[config.mk]
export PLATFORM = sky130hd
export DESIGN_NAME = bist_mem_target
export DESIGN_NICKNAME = d
export VERILOG_FILES = /design/src/rtl/bist_mem_target.sv
export SDC_FILE = /design/constraint.sdc
export NUM_CORES = 1
export LEC_CHECK = 0
export ABC_CLOCK_PERIOD_IN_PS = 9400
export CORE_ASPECT_RATIO = 1.75
export CORE_MARGIN = 3
export CORE_UTILIZATION = 40
export DETAILED_ROUTE_END_ITERATION = 10
export GPL_ROUTABILITY_DRIVEN = 1
export MAX_ROUTING_LAYER = met4
export PLACE_DENSITY = 0.58
export SETUP_SLACK_MARGIN = 0.3
export SLEW_MARGIN = 20
export SYNTH_ARGS = -nofsm -noshare
export SYNTH_HDL_FRONTEND = slang
export SYNTH_SLANG_ARGS = --single-unit
[constraint.sdc]
create_clock -name clk -period 9.4 [get_ports clk]
set_input_delay 0.94 -clock clk [delete_from_list [all_inputs] [get_ports clk]]
set_output_delay 0.94 -clock clk [all_outputs]
set_load 0.005 [all_outputs]
[src/rtl/bist_mem_target.sv]
// Memory-under-test responder for the BIST controller: a 16x8 register file behind a
// valid/ready port with programmable latency and selectable injected faults.
module bist_mem_target #(
    parameter int DEPTH = 16,
    parameter int AW    = 4,
    parameter int DW    = 8
) (
    input  logic          clk,
    input  logic          rst_n,
    input  logic          req_valid,
    output logic          req_ready,
    input  logic          req_we,
    input  logic [AW-1:0] req_addr,
    input  logic [DW-1:0] req_wdata,
    output logic          rsp_valid,
    output logic          rsp_we,
    output logic [DW-1:0] rsp_rdata,
    input  logic [1:0]    cfg_lat,
    input  logic          flt_en,
    input  logic [1:0]    flt_mode,
    input  logic [AW-1:0] flt_addr,
    input  logic [2:0]    flt_bit,
    output logic [7:0]    acc_cnt
);

    typedef enum logic [1:0] {IDLE, WAIT, RESP} state_t;

    state_t        state_q;
    logic [1:0]    lat_cnt_q;
    logic          we_q;
    logic [AW-1:0] addr_q;
    logic [DW-1:0] wdata_q;
    logic          flt_en_q;
    logic [1:0]    flt_mode_q;
    logic [AW-1:0] flt_addr_q;
    logic [2:0]    flt_bit_q;
    logic          req_ready_q;
    logic          rsp_valid_q;
    logic          rsp_we_q;
    logic [DW-1:0] rsp_rdata_q;
    logic [7:0]    acc_cnt_q;
    logic [DW-1:0] mem_q [DEPTH];

    logic          cmd_we;
    logic [AW-1:0] cmd_addr;
    logic [DW-1:0] cmd_wdata;
    logic          cmd_flt_en;
    logic [1:0]    cmd_flt_mode;
    logic [AW-1:0] cmd_flt_addr;
    logic [2:0]    cmd_flt_bit;
    logic          flt_hit;
    logic [AW-1:0] eff_addr;
    logic [DW-1:0] rdata_d;
    logic [DW-1:0] wword_d;
    logic          accept;
    logic          do_access;

    // A zero-latency command is accessed on its accept edge, so the live inputs
    // stand in for the not-yet-latched copies while in IDLE.
    always_comb begin
        cmd_we       = we_q;
        cmd_addr     = addr_q;
        cmd_wdata    = wdata_q;
        cmd_flt_en   = flt_en_q;
        cmd_flt_mode = flt_mode_q;
        cmd_flt_addr = flt_addr_q;
        cmd_flt_bit  = flt_bit_q;
        if (state_q == IDLE) begin
            cmd_we       = req_we;
            cmd_addr     = req_addr;
            cmd_wdata    = req_wdata;
            cmd_flt_en   = flt_en;
            cmd_flt_mode = flt_mode;
            cmd_flt_addr = flt_addr;
            cmd_flt_bit  = flt_bit;
        end

        flt_hit  = cmd_flt_en && (cmd_addr == cmd_flt_addr);
        eff_addr = cmd_addr;
        if (flt_hit && cmd_flt_mode == 2'd2) begin
            eff_addr = cmd_addr ^ AW'(1);
        end

        rdata_d = mem_q[eff_addr];
        if (flt_hit && cmd_flt_mode == 2'd0) begin
            rdata_d[cmd_flt_bit] = 1'b0;
        end
        if (flt_hit && cmd_flt_mode == 2'd1) begin
            rdata_d[cmd_flt_bit] = 1'b1;
        end

        // Slow-rise cell: the faulty bit can only hold or fall on a write.
        wword_d = cmd_wdata;
        if (flt_hit && cmd_flt_mode == 2'd3) begin
            wword_d[cmd_flt_bit] = mem_q[eff_addr][cmd_flt_bit] & cmd_wdata[cmd_flt_bit];
        end

        accept    = (state_q == IDLE) && req_valid && req_ready_q;
        do_access = (accept && cfg_lat == 2'd0) ||
                    (state_q == WAIT && lat_cnt_q == 2'd1);
    end

    always_ff @(posedge clk or negedge rst_n) begin
        if (!rst_n) begin
            for (int i = 0; i < DEPTH; i++) begin
                mem_q[i] <= '0;
            end
        end else if (do_access && cmd_we) begin
            mem_q[eff_addr] <= wword_d;
        end
    end

    always_ff @(posedge clk or negedge rst_n) begin
        if (!rst_n) begin
            state_q     <= IDLE;
            lat_cnt_q   <= 2'd0;
            we_q        <= 1'b0;
            addr_q      <= '0;
            wdata_q     <= '0;
            flt_en_q    <= 1'b0;
            flt_mode_q  <= 2'd0;
            flt_addr_q  <= '0;
            flt_bit_q   <= 3'd0;
            req_ready_q <= 1'b1;
            rsp_valid_q <= 1'b0;
            rsp_we_q    <= 1'b0;
            rsp_rdata_q <= '0;
            acc_cnt_q   <= 8'd0;
        end else begin
            rsp_valid_q <= 1'b0;
            case (state_q)
                IDLE: begin
                    req_ready_q <= 1'b1;
                    if (accept) begin
                        req_ready_q <= 1'b0;
                        we_q        <= req_we;
                        addr_q      <= req_addr;
                        wdata_q     <= req_wdata;
                        flt_en_q    <= flt_en;
                        flt_mode_q  <= flt_mode;
                        flt_addr_q  <= flt_addr;
                        flt_bit_q   <= flt_bit;
                        lat_cnt_q   <= cfg_lat;
                        state_q     <= (cfg_lat == 2'd0) ? RESP : WAIT;
                    end
                end
                WAIT: begin
                    lat_cnt_q <= lat_cnt_q - 2'd1;
                    if (lat_cnt_q == 2'd1) begin
                        state_q <= RESP;
                    end
                end
                RESP: begin
                    rsp_valid_q <= 1'b1;
                    acc_cnt_q   <= acc_cnt_q + 8'd1;
                    state_q     <= IDLE;
                end
                default: state_q <= IDLE;
            endcase

            if (do_access) begin
                rsp_we_q    <= cmd_we;
                rsp_rdata_q <= cmd_we ? '0 : rdata_d;
            end
        end
    end

    assign req_ready = req_ready_q;
    assign rsp_valid = rsp_valid_q;
    assign rsp_we    = rsp_we_q;
    assign rsp_rdata = rsp_rdata_q;
    assign acc_cnt   = acc_cnt_q;

endmodule
# Word-level counts from Yosys, hierarchy flattened
# Cells that the tools add are included.
# classes
n_addsub	2
magnitude_cmp	4
eq_ne	9
n_mux	33
n_bitwise	6
reduce_logical	20
# ops
operator	count
$bwmux W128	1
$mux W8	8
$bmux W8 S4	1
$demux W8 S4	1
$logic_and A1 B1 Y1	12
$mux W2	5
$add A8 B1 Y8 const B	1
$and A8 B8 Y8	1
$bwmux W8	1
$mux W1	8
$mux W4	2
$not A8 Y8	1
$or A8 B8 Y8	1
$pmux W2 S2	2
$bmux W1 S3	2
$eq A2 B1 Y1 const B	3
$eq A2 B2 Y1 const B	3
$logic_not A2 Y1	3
$reduce_and A2 Y1	3
$ge A5 B5 Y1 const B	1
$lt A5 B1 Y1 const B	1
$not A4 Y5	1
$eq A4 B4 Y1	1
$lt A3 B4 Y1 const B	1
10 further kinds	10
# totals
regBits	174
input_bits	28
out_inout_bits	19
wordCells	104

# Logic depth before layout (Yosys ltp)
# logic_depth
depth_word	16
mapped_depth	14
depth_no_buf	9

# Worst setup path after synthesis
# Ideal clock, no wire load.
# synth_timing
kind	input-to-reg
from	input port req_addr[1]
to	register mem_q[123] in the netlist's numbering
t_arrival_ns	3.403
t_required_ns	9.260
setup_slack_ns	5.857
cell_stages	11
path_buffers	2
path_cell_list	or3b_1 -> buf_2 -> nand2_4 -> mux2_2 -> a2111oi_1 -> nand2_1 -> o311ai_2 -> nand4_4 -> o21ai_4 -> buf_4 -> a31oi_1
# synth_via
elab_chain_len	15
# synth_lines
item	line	text
start: declaration	13	input logic [AW-1:0] req_addr,
$mux W4 *	68	if (state_q == IDLE) begin
$eq A4 B4 Y1	78	flt_hit = cmd_flt_en && (cmd_addr == cmd_flt_addr);
$logic_and A1 B1 Y1	78	
$logic_and A1 B1 Y1	80	if (flt_hit && cmd_flt_mode == 2'd2) begin
$mux W1	80	
$not A4 Y5 (not written as such)	95, 109	
$bmux W8 S4	95	wword_d[cmd_flt_bit] = mem_q[eff_addr][cmd_flt_bit] & cmd_wdata[cmd_flt_bit];
$mux W8 (not written as such) (2 in a row)	95	
$bmux W1 S3	95	
$mux W1 (not written as such)	95	
$and A1 B1 Y1	95	
$bwmux W8	95	
$mux W8	94	if (flt_hit && cmd_flt_mode == 2'd3) begin
$bwmux W128 *	109	mem_q[eff_addr] <= wword_d;
end signal: indexed assignment	109	
end: declaration	42	logic [DW-1:0] mem_q [DEPTH];
# Mark *: on every way between the ends. The rest lies on a longest branch, timed or not. The select of a mux whose other input is x is not followed.
# A chain may end at the register's enable or synchronous reset.

# Final worst setup path
# layout_timing
from	input port req_addr[1]
to	register mem_q[14] in the netlist's numbering
# The elaborated chain is that of the path after synthesis.

==> metrics <==
final hold violation count 0; Die H ~220 um; synthesized instance count ~1100; HP Class reg2reg; Worst Hold Endpoint acc_cnt[7]; deepest level of the CTS H-tree 4; largest net degree at the start of global routing ~100; worst relative slew slack 0.272; max incr delay on CP between 0.7 and 0.8 ns; vias in the first global route roughly 9000; required time worst endpoint 9.70 ns; WS Path Type in2reg; Main synth FF type dfrtp_1; FFs w/ async S/R, synth 1.00; part of the power in combinational logic 0.483; crit path launch type primary input; f_max around 190 MHz; clk slew on worst S/H paths 0.07 ns; DRT Wirelength around 35 mm; number of synthesized register bits around 170; Yosys cell types 74; sinks on the clock net approximately 170; fin nets around 1100; Total Routing Usage GR 0.263; Detail Route Antenna Nets 0; synthesized area 10200 um2; area leader, netlist dfrtp_1; Critical Path Slowest Stage Cell a2111oi_0; Critical R2R Capture mem_q[14]; Critical Path Most Common Cell buf_4; layout overhead on the synthesized area 12.2%; launch point of the worst reg-to-reg path state_q[0]; Hold Path Origin acc_cnt[7]; Clock Tree Buf Depth 2; delay-heaviest family, CP buffers and inverters; P_int between 2 and 2.5 mW; CP max FO 80; CTS buffer count 17; first-pass GRT wire length 53.6 mm; Post CTS Setup Buffer Count 0; Ports between 40 and 50; DRT iter0 DRCs ~740; CTS Root Cell clkbuf_16; top post-synthesis cells by count 173 x dfrtp_1, 104 x mux2i_1, 93 x nand3_1; Critical Path AT roughly 5.5 ns; fin cells roughly 1400; number of synthesized flops with an enable pin 0; Critical Path, Cell by Cell clkdlybuf4s50_1 > or3b_1 > buf_4 > nand2_4 > mux2_2 > a2111oi_0 > nand3b_1 > o311ai_2 > nand4_4 > nor2_4 > buf_4 > o31ai_1; RePlAce Congestion 0.993; sw frac 0.465; worst skew pair latency approximately 0.46 ns; P_leak between 4 and 5 nW; most common cell in the netlist dfrtp_1; FP Rows between 70 and 80; syn_nets around 1100; cell area power density between 300 and 400 nW/um2; Layout fillers ~2400; Fin Setup TNS 0 ns; router iterations before antenna repair 5; number of gates resized after CTS 0; Wirelength per Cell between 20 and 30 um; Clk network pwr share 0.199; Sequential Power Share 0.318; Final min period 5.21 ns; Detailed Place HPWL 24.5 mm; drc violations 0; Max-Cap Viols 0; Worst Max-Slew Pin Slew approximately 1.1 ns; hold_buf cts 0; gr ovfl total 0; n_diodes 0; share of cells above drive strength 1 0.103; core area approximately 25000 um2; outcome finished, final reports clean; vias approximately 8800; initial antenna violation count 0; Peak VDD IR around 0.20 mV; final setup violation count 0; CTS tree done; Synth top area share 0.423; DIE AREA 27600 um2; Switch Pwr 1.80 mW; R2R depth 11; Initial Util 0.411; WP buf/inv 3; RSZ-0062 raised after global routing false; register area share after synthesis 0.425; Final Skew between 0.01 and 0.015 ns; Die Wd ~130 um; Final Cycle Share 0.554; Inst Count DP ~1400; FF-to-FF setup slack 4.51 ns; Final Max Tran Viols 0; synthesized area per cell approximately 9.6 um2; ranking of synthesized cells by area dfrtp_1 42%, mux2i_1 10%, o31ai_1 5.9%, nand3_1 4.5%, mux2_2 3.4%; port bufs 46; crit end category flop; hold-critical path depth 1; Yosys Warn Count 0; drt via density about 6.3
[state kept, by name (all words and copies together) (netlist names)]
register    cells
we_q            1
rsp_valid       1
addr_q          4
lat_cnt_q       2
flt_en_q        1
req_ready       1
rsp_we          1
acc_cnt         8
state_q         2
rsp_rdata       8
wdata_q         8
flt_mode_q      2
mem_q         128
flt_bit_q       3
flt_addr_q      4
[worst reg2reg max path, cell delays in order (launching register included)]
cell and delay (ns):
dfrtp_1 0.58, or3b_1 0.46, buf_4 0.31, nand2_4 0.44, mux2_2 0.45, a2111oi_0 0.75, nand3b_1 0.26, o311ai_2 0.17
nand4_4 0.24, nor2_4 0.15, buf_4 0.67, o31ai_1 0.24
[per-stage QoR]
stage	hold WS, ns	power, mW	util	setup WS [ns]	instance area (um2)
floorplan	0.442	2.47	-	5.86	10200
global placement	0.464	3.06	0.435	3.91	10800
detailed placement	0.471	3.09	0.435	3.86	10800
CTS	0.483	3.86	0.461	4.31	11500
global route	0.493	4.08	0.461	4.06	11500
finish	0.477	3.87	0.461	4.19	11500
[cell families (layout without fill, tap and decap cells)]
logic type	Yosys count	after routing	synth area share
compound gates	349	349	0.241
flops	174	174	0.425
buf+inv	90	101	0.0387
xor+xnor	16	16	0.0137
mux	139	139	0.141
simple gates	293	293	0.137
fa+ha+maj	2	2	0.00244
[metal layers]
| metal | track usage | routed length (um) | vias to the layer above |
|---|---|---|---|
| li1 | - | - | 4038 |
| met1 | 0.279 | 12700 | 4322 |
| met2 | 0.454 | 18400 | 299 |
| met3 | 0.0407 | 1320 | 133 |
| met4 | 0.162 | 2380 | 0 |
| met5 | - | 0 | - |
[placed cells by master (no fill, tap or decap), drive strengths merged, types with 40 or more instances in the layout]
cell type / instances
a211oi: 42
o21ai: 67
mux2i: 104
a31oi: 50
nand3: 93
o31ai: 81
a21oi: 40
clkdlybuf4s50: 45
nand2: 54
nor2: 94
dfrtp: 173
[power groups by stage]
stage	logic, mW	clock network (mW)	registers (mW)
6_report	1.87	0.768	1.23
5_1_grt	2.01	0.805	1.27
4_1_cts	1.85	0.777	1.23
3_5_place_dp	1.84	0	1.24
3_3_place_gp	1.83	0	1.24
2_1_floorplan	1.31	0	1.16
[worst max path at each step]
stage                      from          to  slack [ns]  depth (start not counted)
floorplan           req_addr[1]  mem_q[123]        5.86                         11
CTS                 req_addr[1]   mem_q[14]        4.31                         12
detailed placement  req_addr[1]   mem_q[14]        3.86                         12
finish              req_addr[1]   mem_q[14]        4.19                         12
global route        req_addr[1]   mem_q[44]        4.06                         12
global placement    req_addr[1]   mem_q[15]        3.91                         12
[cell type report]
cell class / instances / area, um2 / share of cell area
multi-input combinational: 799 / 5500 / 0.479
sequential: 174 / 4360 / 0.379
timing repair buffer: 63 / 589 / 0.0513
clock buffer: 19 / 453 / 0.0394
tap: 312 / 390 / 0.0340
clock inverter: 13 / 175 / 0.0152
inverter: 6 / 22.5 / 0.00196
Power figures use the tool's default switching activity.
